--- config.mk ---
export PLATFORM = sky130hd
export DESIGN_NAME = alu_arbiter
export DESIGN_NICKNAME = d
export VERILOG_FILES = /design/src/rtl/alu_arbiter_pkg.sv /design/src/rtl/alu_arbiter_alu.sv /design/src/rtl/alu_arbiter.sv
export SDC_FILE = /design/constraint.sdc
export NUM_CORES = 1
export LEC_CHECK = 0
export BUFFER_PORTS_ARGS = -buffer_cell sky130_fd_sc_hd__buf_2
export CAP_MARGIN = 10
export CORE_MARGIN = 2
export CORE_UTILIZATION = 55
export CTS_CLUSTER_DIAMETER = 200
export DETAILED_ROUTE_END_ITERATION = 7
export PLACE_DENSITY = 0.8
export RECOVER_POWER = 50
export SYNTH_ARGS = -nofsm -noshare
export SYNTH_HDL_FRONTEND = slang
export SYNTH_SLANG_ARGS = --single-unit
--- constraint.sdc ---
create_clock -name clk -period 8.2 [get_ports clk]
set_input_delay 0 -clock clk [delete_from_list [all_inputs] [get_ports clk]]
set_output_delay 0 -clock clk [all_outputs]
set_load 0.02 [all_outputs]
--- src/rtl/alu_arbiter_pkg.sv ---
// Shared definitions for the two-requester ALU arbiter: ALU command encodings,
// arbiter FSM states and the settle counter width.
package alu_arbiter_pkg;

  typedef enum logic [2:0] {
    CMD_ADD = 3'b000,
    CMD_SUB = 3'b001,
    CMD_SLT = 3'b011,
    CMD_AND = 3'b100,
    CMD_OR  = 3'b101,
    CMD_XOR = 3'b110
  } alu_cmd_e;

  typedef enum logic [1:0] {
    ST_IDLE,
    ST_SETTLE,
    ST_RESP
  } state_e;

  localparam int unsigned CNT_W = 4;

endpackage

--- src/rtl/alu_arbiter_alu.sv ---
// 32-bit combinational ALU shared by the arbiter; flags follow two's-complement
// add/subtract, with carryout meaning "no borrow" on subtraction.
module alu_arbiter_alu
  import alu_arbiter_pkg::*;
(
  input  logic [31:0] operand_a,
  input  logic [31:0] operand_b,
  input  logic [2:0]  command,
  output logic [31:0] result,
  output logic        carryout,
  output logic        zero,
  output logic        overflow
);

  logic        sub;
  logic [31:0] b_eff;
  logic [32:0] sum;
  logic        add_ovf;

  always_comb begin
    sub      = (command == CMD_SUB) || (command == CMD_SLT);
    b_eff    = sub ? ~operand_b : operand_b;
    sum      = {1'b0, operand_a} + {1'b0, b_eff} + {32'd0, sub};
    add_ovf  = (operand_a[31] == b_eff[31]) && (sum[31] != operand_a[31]);
    result   = '0;
    carryout = 1'b0;
    overflow = 1'b0;
    case (command)
      CMD_ADD, CMD_SUB: begin
        result   = sum[31:0];
        carryout = sum[32];
        overflow = add_ovf;
      end
      CMD_SLT: result = {31'd0, sum[31] ^ add_ovf};
      CMD_AND: result = operand_a & operand_b;
      CMD_OR:  result = operand_a | operand_b;
      CMD_XOR: result = operand_a ^ operand_b;
      default: result = '0;
    endcase
    zero = (result == '0);
  end

endmodule

--- src/rtl/alu_arbiter.sv ---
// Round-robin arbiter sharing one ALU between two requesters; operands are held
// for SETTLE_CYCLES before the result is captured and offered as a response.
module alu_arbiter
  import alu_arbiter_pkg::*;
#(
  parameter int unsigned SETTLE_CYCLES = 2
) (
  input  logic        clk,
  input  logic        rst_n,
  input  logic        req0_valid,
  output logic        req0_ready,
  input  logic [31:0] req0_a,
  input  logic [31:0] req0_b,
  input  logic [2:0]  req0_cmd,
  input  logic        req1_valid,
  output logic        req1_ready,
  input  logic [31:0] req1_a,
  input  logic [31:0] req1_b,
  input  logic [2:0]  req1_cmd,
  output logic        rsp_valid,
  input  logic        rsp_ready,
  output logic        rsp_id,
  output logic [31:0] rsp_result,
  output logic        rsp_carryout,
  output logic        rsp_zero,
  output logic        rsp_overflow
);

  state_e           state;
  logic [CNT_W-1:0] count;
  logic             last_grant;
  logic             grant;
  logic             accept;
  logic [31:0]      op_a;
  logic [31:0]      op_b;
  logic [2:0]       op_cmd;
  logic             op_id;
  logic [31:0]      alu_result;
  logic             alu_carryout;
  logic             alu_zero;
  logic             alu_overflow;

  // With both requesting, the one not served last wins; otherwise the lone requester.
  always_comb begin
    if (req0_valid && req1_valid) grant = ~last_grant;
    else                          grant = req1_valid;
  end

  assign req0_ready = (state == ST_IDLE) && rst_n && !grant;
  assign req1_ready = (state == ST_IDLE) && rst_n &&  grant;
  assign accept     = (req0_valid && req0_ready) || (req1_valid && req1_ready);

  alu_arbiter_alu u_alu (
    .operand_a (op_a),
    .operand_b (op_b),
    .command   (op_cmd),
    .result    (alu_result),
    .carryout  (alu_carryout),
    .zero      (alu_zero),
    .overflow  (alu_overflow)
  );

  always_ff @(posedge clk) begin
    if (!rst_n) begin
      state        <= ST_IDLE;
      count        <= '0;
      last_grant   <= 1'b1;
      op_a         <= '0;
      op_b         <= '0;
      op_cmd       <= '0;
      op_id        <= 1'b0;
      rsp_valid    <= 1'b0;
      rsp_id       <= 1'b0;
      rsp_result   <= '0;
      rsp_carryout <= 1'b0;
      rsp_zero     <= 1'b0;
      rsp_overflow <= 1'b0;
    end else begin
      case (state)
        ST_IDLE: begin
          if (accept) begin
            op_a       <= grant ? req1_a   : req0_a;
            op_b       <= grant ? req1_b   : req0_b;
            op_cmd     <= grant ? req1_cmd : req0_cmd;
            op_id      <= grant;
            last_grant <= grant;
            count      <= CNT_W'(SETTLE_CYCLES - 1);
            state      <= ST_SETTLE;
          end
        end
        ST_SETTLE: begin
          if (count == '0) begin
            rsp_valid    <= 1'b1;
            rsp_id       <= op_id;
            rsp_result   <= alu_result;
            rsp_carryout <= alu_carryout;
            rsp_zero     <= alu_zero;
            rsp_overflow <= alu_overflow;
            state        <= ST_RESP;
          end else begin
            count <= count - CNT_W'(1);
          end
        end
        ST_RESP: begin
          if (rsp_ready) begin
            rsp_valid <= 1'b0;
            state     <= ST_IDLE;
          end
        end
        default: state <= ST_IDLE;
      endcase
    end
  end

endmodule

== Yosys cells after proc, flatten, opt, wreduce, memory -nomap -nowiden ==
Cells that the tools add are included.
Storage, ports and cells
  output and inout bits: 39
  bits of input ports: 139
  register bits: 112
  logic and storage cells: 75
Cells by class
  eq/ne operators: 13
  bitwise gates (word level): 6
  add/sub/neg operators: 3
  reduce and logical (&&, ||, !) cells: 22
  muxes and demuxes: 18
Operators with widths (number)
  one-hot mux 32 bit (5 select lines): 1
  2-to-1 mux 32 bit: 3
  adder 32 x 32 -> 33 bit: 1
  adder 33 x 1 -> 33 bit: 1
  AND 32 bit: 1
  zero test 32 bit: 1
  inverter 32 bit: 1
  OR 32 bit: 1
  bitwise XOR 32 bit: 1
  == test 3 bit (second input constant): 3
  AND reduction 3 bit: 3
  2-to-1 mux 4 bit: 2
  inequality test 2 bit (second input constant): 4
  one-hot mux 4 bit (2 select lines): 1
  logical AND 1 bit: 7
  2-to-1 mux 2 bit: 3
  one-hot mux 2 bit (3 select lines): 1
  2-to-1 mux 1 bit: 5
  zero test 4 bit: 1
  AND reduction 2 bit: 2
  nonzero test 2 bit: 2
  subtractor 4 x 1 -> 4 bit (second input constant): 1
  == test 3 x 1 -> 1 bit (second input constant): 1
  == test 3 x 2 -> 1 bit (second input constant): 1
  13 further kinds: 14

== Logic depth before layout (Yosys ltp) ==
Gate-level depths: netlist of run 1.
  depth in word-level cells: 10
  depth in mapped cells: 19
  depth with buffers taken out: 13

== By module ==
A second synthesis of run 1 with hierarchy kept.
Second synthesis, totals
  cell total of the unflattened synthesis: 1131
  area total of the unflattened synthesis: 9366.5 um2
Modules (own cells, without submodules)
  alu_arbiter: times used 1, cells an instance 510, sequential area each 2242.2 um2, area an instance 4888.4 um2
  alu_arbiter_alu: times used 1, cells an instance 621, sequential area each 0.0 um2, area an instance 4478.0 um2

== Least setup slack after synthesis of run 1 ==
Ideal clock, no wire load.
  path kind: reg-to-reg
  start point: reg op_cmd[2]
  end point: reg rsp_zero
  data arrival time: 4.852 ns
  library setup time: 0.084 ns
  setup slack: 3.263 ns
  data required time: 8.116 ns
  buffers on the path: 5
  cell stages (with the launch flop): 19
  period minus slack after synthesis: 4.937 ns
  cell sequence: dfxtp_1 clkbuf_1 clkbuf_1 clkbuf_1 nand2b_1 clkbuf_1 buf_1 xnor2_1 fa_1 a211oi_2 o21ai_4 a211oi_4 nor4_1 a311oi_2 o311ai_1 or4b_1 nor4_1 nand4_1 o31ai_2
On the way
  cells in the longest elaborated chain, start to end: 10
  elaborated cells between the ends (all ways): 17
Ends and longest elaborated chain
  from (decl): line alu_arbiter.sv:36  | logic [2:0] op_cmd;
  from (signal assigned): line alu_arbiter.sv:84  | op_cmd <= grant ? req1_cmd : req0_cmd;
  == test 3 x 1 -> 1 bit / == test 3 x 2 -> 1 bit (equally long branches): line alu_arbiter_alu.sv:21, alu_arbiter_alu.sv:28
  logical OR 1 bit: line alu_arbiter_alu.sv:21  | sub = (command == CMD_SUB) || (command == CMD_SLT);
  2-to-1 mux 32 bit: line alu_arbiter_alu.sv:22  | b_eff = sub ? ~operand_b : operand_b;
  adder 32 x 32 -> 33 bit: line alu_arbiter_alu.sv:23  | sum = {1'b0, operand_a} + {1'b0, b_eff} + {32'd0, sub};
  adder 33 x 1 -> 33 bit: line alu_arbiter_alu.sv:23
  inequality test 1 bit: line alu_arbiter_alu.sv:24  | add_ovf = (operand_a[31] == b_eff[31]) && (sum[31] != operand_a[31]);
  logical AND 1 bit: line alu_arbiter_alu.sv:24
  bitwise XOR 1 bit: line alu_arbiter_alu.sv:34  | CMD_SLT: result = {31'd0, sum[31] ^ add_ovf};
  one-hot mux 32 bit (5 select lines) (*): line alu_arbiter_alu.sv:28  | case (command)
  zero test 32 bit (*): line alu_arbiter_alu.sv:40  | zero = (result == '0);
  to (signal assigned): line alu_arbiter.sv:97  | rsp_zero <= alu_zero;
  to (decl): line alu_arbiter.sv:25  | output logic rsp_zero,
Every way passes the cells marked *; elsewhere a longest branch is shown, timed or not.
A chain may end at the register's enable or synchronous reset.

== Worst setup path after layout of run 1 ==
  start point: in rst_n
  end point: reg op_a[0]
On the way
  cells in the longest elaborated chain, start to end: 5
  elaborated cells between the ends (all ways): 7
Ends and longest elaborated chain
  from (decl): line alu_arbiter.sv:9  | input logic rst_n,
  logical AND 1 bit: line alu_arbiter.sv:49, alu_arbiter.sv:50
  logical AND 1 bit, on equally long branches: line alu_arbiter.sv:49, alu_arbiter.sv:50
  logical AND 1 bit: line alu_arbiter.sv:51  | assign accept = (req0_valid && req0_ready) || (req1_valid && req1_ready);
  logical OR 1 bit: line alu_arbiter.sv:51
  AND reduction 2 bit (no source line)
  to (signal assigned): line alu_arbiter.sv:82  | op_a <= grant ? req1_a : req0_a;
  to (decl): line alu_arbiter.sv:34  | logic [31:0] op_a;
Several ways; a longest one is shown, not always the timed one.

==> summary.txt, run 1 <==
Yosys
  • Primary FF master, synth: dfxtp_1
  • Number of synthesized flops with an enable pin: 0
  • Avg Cell Area, Syn: ~8.2 um2
  • Post-Syn Instances: 1072
  • Adder-cell share of the synthesized area: ~14%
  • Mux share of post-synthesis cell area: a little under an eighth
  • Post-synth ARST share: 0%
  • Synthesis-stage register bit count: around 110
  • Largest family of logic cells by synthesized area: compound AO/OA/AOI/OAI gates
  • Synth Cell Area: ~8800 um2
  • Yosys warning count: 0
  • Post-Syn Nets: between 1000 and 1500
  • Post-Synth XOR/XNOR Area: 5.50%
  • Count of cell types in the netlist: 69
  • Simple-gate share of the synthesized area: between 10% and 20%
  • Synth Area in Compound Gates: 22.0%
  • Register area share after synthesis: about a quarter

Worst setup path
  • R2R Path End: rsp_zero
  • Worst EP required: approximately 8.3 ns
  • Slowest-stage cell, CP: clkbuf_1
  • CP Max Fanout: 139
  • Largest delay contributor family on the critical path: buffers and inverters
  • Crit path capture type: flop
  • Worst EP arrival: 6.03 ns
  • R2r setup slk: about 3.6 ns
  • Reg2reg path depth: 15
  • Worst reg2reg path startpoint: op_cmd[0]
  • Setup CP Type: in2reg
  • Max stage delay on crit path: about 2.7 ns
  • Critical-path cell list: buf_2 -> clkbuf_1 -> clkinv_1 -> nor3_1 -> o21ai_4 -> clkbuf_2 -> nand3_1 -> o21ai_0
  • CP Depth: 8
  • Crit path buffers/inverters: 4
  • CP Launch Type: input port

CTS
  • Clk buf depth: 2
  • Clock transition at the registers of the reported paths: 0.07 ns
  • Worst skew pair latency: between 0.3 and 0.4 ns
  • Clk sinks: roughly 110
  • Post-CTS setup buffer count: 0
  • H-tree levels: 3
  • Num CTS Buffers: 9
  • CTS Root Cell: clkbuf_16
  • CTS tree: built

Finish
  • Share of cells above drive strength 1: a little over an eighth
  • Commonest non-fill, non-tap cell in the layout: buf_2
  • Most frequent cells in the layout: buf_2, dlygate4sd3_1, dfxtp_1
  • Antenna Diode Count: 0
  • Finished Layout Cells: 1554
  • Nets: 1572
  • Area growth, synth to finish: 29.3%

Hold path
  • Worst Hold Launch: rsp_result[1]
  • Hold path depth: 2
  • HP Class: reg2reg
  • WHS Endpoint: rsp_result[1]

Timing
  • Total negative slack: 0 ns
  • Final Hold Vio Count: 0
  • Post-Route Skew: between 0.01 and 0.015 ns
  • Tmin final: 5.89 ns
  • Final-report max-slew violation count: 221
  • Fin crit share: a little under three quarters
  • RSZ-0062 raised after global routing: no
  • F_max: 0.170 GHz
  • Final setup viols: 0
  • Worst slew pin tran: between 3 and 4 ns
  • Rel. slew slack: -155%

Floorplan
  • Core area: ~16000 um2
  • # IOs: 178
  • Die Ht: around 130 um
  • Effective utilization at floorplan: between 50 and 60%
  • Row cnt: 46
  • Die X: 130 um
  • Die area: about 17000 um2

Routing
  • WL/cell: roughly 17 um
  • Remaining DRCs: 0
  • Initial DRC Count: ~750
  • First-pass iteration count of the detailed router: 5
  • Vias per cell: ~5.8
  • Final ANT Viol Nets: 0
  • Via Count: roughly 9000
  • Routed Wire Length: about 27000 um

Placement
  • Final GP Congestion: just under 0.9
  • Placed wire-length estimate: around 17000 um
  • Placed instance count: approximately 1400
  • Port Buf Inserts: approximately 180

Run status
  • Status: finished with violations
  • Violated checks: capacitance limit, slew limit

Global routing
  • First-pass GRT wire length: between 40000 and 50000 um
  • Vias in the first global route: between 8000 and 9000
  • Routing usage on met3: around 3.4%
  • Largest net degree at the start of global routing: 140
  • M1 GR Usage: between 40% and 50%
  • Global Route Usage Sum: between 30% and 40%
  • Layer with the highest usage: met2
  • Met2 GRT Util: between 50% and 60%
  • GRT Residual Overflow: 0
  • Initial antenna violation count: 0

Power and ir drop
  • P_leak: 5.10 nW
  • Worst vdd ir: ~0.12 mV
  • PD cells: about 200 nW/um2

Run
  • Max_cap viols: 2
==> registers in the layout, indices dropped and copies added, names as in the netlist <==
signal / count
count: 4
last_grant: 1
op_a: 32
op_b: 32
op_cmd: 3
op_id: 1
rsp_carryout: 1
rsp_id: 1
rsp_overflow: 1
rsp_result: 32
rsp_valid: 1
rsp_zero: 1
state: 2
==> what timing repair did <==
item                                   4_1_cts  5_1_grt
endpoints found under the hold margin       69        0
hold buffers                               135        0
resized for setup                            0        0
==> cell usage after synthesis, types with 16 or more instances <==
library cell / number / share of area, %
a211oi_1: 22 / 1.9
a21o_1: 16 / 1.4
a21oi_1: 38 / 2.2
buf_1: 25 / 1.1
clkbuf_1: 42 / 1.8
dfxtp_1: 112 / 26
ha_1: 99 / 14
inv_1: 76 / 3.3
mux2i_1: 102 / 12
nand2_1: 54 / 2.3
nand3_1: 81 / 4.6
nor2_1: 56 / 2.4
nor3_1: 20 / 1.1
o21ai_0: 94 / 5.4
o22ai_1: 32 / 2.3
xnor2_1: 47 / 4.7
==> where the power goes <==
group	leakage, nW	internal [mW]	switching, mW
registers	0.924	0.626	0.0842
logic	4.03	0.469	0.671
clock network	0.147	0.243	0.222
==> area by class of cell <==
cell class / instances / area, um2
timing repair buffer: 324 / 2270
fill: 1219 / 4390
clock inverter: 6 / 73.8
multi-input combinational: 809 / 5950
sequential: 112 / 2240
inverter: 77 / 289
tap: 216 / 270
clock buffer: 10 / 229
==> kinds of logic after synthesis <==
logic type	Yosys count
AO/OA/AOI/OAI	292
XOR/XNOR	55
adder cells (fa/ha/maj)	100
buffers and inverters	151
flip-flops	112
multiplexers	102
AND/OR/NAND/NOR	260
==> through the flow <==
| step | worst slack (ns) | instance area, um2 | hold WS, ns | utilization [%] | total power, mW |
|---|---|---|---|---|---|
| 3_5_place_dp | 3.63 | 9730 | 0.282 | 61.9 | 1.77 |
| 6_report | 2.31 | 11300 | 0.455 | 72.1 | 2.31 |
| 2_1_floorplan | 3.26 | 8760 | 0.184 | - | 1.49 |
| 3_3_place_gp | 3.72 | 9730 | 0.272 | 61.9 | 1.75 |
| 5_1_grt | 1.87 | 11300 | 0.470 | 72.1 | 2.47 |
| 4_1_cts | 3.60 | 11400 | 0.359 | 72.4 | 2.30 |
==> worst max-delay path by stage <==
stage | start | endpoint
floorplan | op_cmd[2] | rsp_zero
global placement | op_cmd[0] | rsp_zero
detailed placement | op_cmd[0] | rsp_zero
CTS | op_cmd[0] | rsp_zero
global route | rst_n | op_b[12]
finish | rst_n | op_a[0]
==> layer usage <==
metal  wire (um)  vias up
met4         555        0
met2       12700      325
met5           0        -
met3        1320       52
met1       11900     4298
li1            -     4399
==> tightest hold or removal path, cell delays in order (launching register included) <==
cell and delay [ns]:
dfxtp_1 0.31, nand2_1 0.05, a21oi_1 0.05
Note: power is estimated with default switching activity, not from simulation.
==> inputs of run 2 (changes only) <==
--- a/config.mk
+++ b/config.mk
@@ -8,10 +8,10 @@
 export BUFFER_PORTS_ARGS = -buffer_cell sky130_fd_sc_hd__buf_2
 export CAP_MARGIN = 10
 export CORE_MARGIN = 2
-export CORE_UTILIZATION = 55
+export CORE_UTILIZATION = 51
 export CTS_CLUSTER_DIAMETER = 200
 export DETAILED_ROUTE_END_ITERATION = 7
-export PLACE_DENSITY = 0.8
+export PLACE_DENSITY = 0.78
 export RECOVER_POWER = 50
 export SYNTH_ARGS = -nofsm -noshare
 export SYNTH_HDL_FRONTEND = slang
==> constraint.sdc (replaced) <==
create_clock -name clk -period 4.9 [get_ports clk]
set_input_delay 0 -clock clk [delete_from_list [all_inputs] [get_ports clk]]
set_output_delay 0 -clock clk [all_outputs]
set_load 0.02 [all_outputs]
==> run 2 against run 1 <==
The flow still finishes with violations (capacitance limit, slew limit). Global-route usage shrank 1.8 points. Register-to-register slack lost 3.1 ns. Count of clock-buffer cells in the layout shrank 1. Hold slack lost 0.0055 ns. Die area grew 7.6%. Critical path depth grew 6. First-iteration DRC count shrank 22%. Total power grew 69%. Via count shrank 1.2%. Cell area grew 0.39%.
==> summary.txt, run 2 (same netlist as run 1, synthesis figures left out) <==
Run status
  • Status: finished with violations
  • Violated checks: capacitance limit, slew limit

Finish
  • Design area: 11400 um2 (+0.39%)
  • Area growth, synth to finish: 29.8%
  • Finished Layout Cells: 1561 (+0.45%)
  • Share of cells above drive strength 1: 13.8% (+0.27 points)
  • Nets: 1576 (+0.25%)
  • Largest regs: op_a x32, op_b x32, rsp_result x32
  • Most frequent cells in the layout: buf_2, dlygate4sd3_1, dfxtp_1
  • Commonest non-fill, non-tap cell in the layout: buf_2
  • Antenna Diode Count: 0 (unchanged)

Power and ir drop
  • Reg power frac: 30.5% (-0.2 points)
  • Worst vdd ir: 0.224 mV (+84%)
  • Sw power: 1.66 mW (+70%)
  • Clock power frac: 20.5% (+0.4 points)
  • PD cells: 343 nW/um2 (+68%)
  • Comb pwr share: 49.0% (-0.3 points)
  • Int Power: 2.25 mW (+68%)
  • P_leak: 5.13 nW (+0.53%)
  • Switching share of power: 42.5% (+0.26 points)

Run
  • Max_cap viols: 2 (unchanged)

Floorplan
  • Die area: 18200 um2 (+7.6%)
  • Core area: 16700 um2 (+6.3%)
  • Row cnt: 47 (+2.2%)
  • Effective utilization at floorplan: 52.4% (-3.3 points)
  • Die Ht: 135 um (+3.7%)
  • Die X: 135 um (+3.7%)
  • # IOs: 178 (unchanged)

CTS
  • CTS tree: built
  • Clk buf depth: 2 (unchanged)
  • Num CTS Buffers: 9 (unchanged)
  • Clock transition at the registers of the reported paths: 0.08 ns (about the same)
  • CTS Hold Bufs: 135 (unchanged)
  • Clk sinks: 112 (unchanged)
  • H-tree levels: 3 (unchanged)
  • Post-CTS setup buffer count: 0 (unchanged)
  • Worst skew pair latency: 0.37 ns (about the same)
  • CTS Root Cell: clkbuf_16
  • Cts repair resizes: 0 (unchanged)

Worst setup path
  • CP Max Fanout: 46 (-67%)
  • Setup CP Type: reg2reg
  • Max stage delay on crit path: 0.54 ns (-2.12 ns)
  • Cell mode on critical path: nand4_1
  • Critical-path cell list: buf_4 -> nor3b_1 -> a21o_1 -> fa_1 -> a211oi_2 -> nor4_1 -> a211oi_1 -> nand4_1 -> nor3_1 -> nand4_1 -> or4b_1 -> nor4_1 -> nand4_1 -> o31ai_2
  • Worst EP arrival: 4.74 ns (-1.29 ns)
  • Slowest-stage cell, CP: or4b_1
  • Worst EP required: 5.19 ns (-3.15 ns)
  • Crit path capture type: flop
  • CP Launch Type: flop

Placement
  • Post-DP Area: 9760 um2 (+0.36%)
  • Placed wire-length estimate: 17700 um (+4.8%)
  • Final GP Congestion: 1.01 (+12%)
  • Port Buf Inserts: 177 (unchanged)
  • Placed instance count: 1411 (+0.57%)

Routing
  • First-pass iteration count of the detailed router: 7 (+2)
  • Vias per cell: 5.74 (-1.6%)
  • Remaining DRCs: 0 (unchanged)
  • Final ANT Viol Nets: 0 (unchanged)
  • Initial DRC Count: 583 (-22%)
  • WL/cell: 17.1 um (about the same)
  • Via Count: 8966 (-1.2%)
  • Routed Wire Length: 26600 um (+0.41%)

Timing
  • Rel. slew slack: -53.9% (+100 points)
  • Final-report max-slew violation count: 184 (-17%)
  • RSZ-0062 raised after global routing: no
  • Total negative slack: 0 ns (unchanged)
  • Worst hold margin: 0.450 ns (-0.00548 ns)
  • F_max: ~0.22 GHz
  • Final setup viols: 0 (unchanged)
  • Final Hold Vio Count: 0 (unchanged)
  • Post-Route Skew: 0.00988 ns (-0.000218 ns)
  • Worst slew pin tran: 2.31 ns (-1.51 ns)
  • Tmin final: between 4 and 5 ns
  • Fin crit share: around nine tenths

Global routing
  • Routing usage on met3: 3.87% (+0.42 points)
  • First-pass GRT wire length: 43300 um (+2.4%)
  • Global Route Usage Sum: 29.3% (-1.8 points)
  • Initial antenna violation count: 0 (unchanged)
  • Layer with the highest usage: met2
  • Largest net degree at the start of global routing: 140 (unchanged)
  • M1 GR Usage: 37.1% (-3.2 points)
  • GRT Residual Overflow: 0 (unchanged)
  • Vias in the first global route: 8901 (+3.7%)
  • Met2 GRT Util: 51.2% (-3.1 points)

Hold path
  • HP Class: in2reg
[run 2: cell types whose count changed in the layout (fill, tap and decap cells not counted), sizes merged]
cell / before / now
buf: 148 / 152
clkinv: 2 / 1
clkinvlp: 1 / 0
clkbuf: 51 / 50
inv: 79 / 81
[run 2: area by class of cell]
type | instances | area, um2
multi-input cells | 809 | 5950
fillers | 1358 | 5330
repair buffers | 328 | 2300
flip-flops and latches | 112 | 2240
inverters | 77 | 289
well taps | 220 | 275
clock buffers | 9 | 225
clock inverters | 6 | 83.8
[run 2: metal layers]
metal	up-vias	share of wire, %
li1	4409	-
met1	4214	44
met2	288	48
met3	55	5.3
met4	0	2.4
met5	-	0
[run 2: path summary, 6_finish.rpt]
kind | slack (ns) | endpoint | cells after the start | from
worst max-delay path | 0.45 | rsp_zero | 14 | op_cmd[2]
worst min-delay path | 0.45 | op_a[24] | 4 | req0_a[24]
worst max register to register | 0.45 | rsp_zero | 14 | op_cmd[2]
worst min register to register | 0.46 | rsp_id | 2 | op_id
[run 2: power by group through the flow]
stage	clock [mW]	sequential [mW]	combinational, mW
final	0.800	1.19	1.91
after global placement	0	1.20	1.73
after global routing	0.838	1.21	2.10
after floorplan	0	1.22	1.26
after detailed placement	0	1.20	1.77
after CTS	0.804	1.18	1.89
[run 2: critical path: cells and delay by family (launching register included)]
| family | cells | cell delay (ns) |
|---|---|---|
| simple gates | 8 | 1.90 |
| compound gates | 4 | 1.25 |
| fa+ha+maj | 1 | 0.45 |
| buf+inv | 1 | 0.40 |
| flops | 1 | 0.34 |
[run 2: through the flow]
| step | total power [mW] | utilization, % | setup slack, ns |
|---|---|---|---|
| 6_report | 3.90 | 68.1 | 0.455 |
| 5_1_grt | 4.15 | 68.1 | 0.110 |
| 4_1_cts | 3.87 | 68.4 | 0.531 |
| 3_5_place_dp | 2.97 | 58.5 | 0.563 |
| 3_3_place_gp | 2.93 | 58.5 | 0.664 |
| 2_1_floorplan | 2.49 | - | 0.00217 |
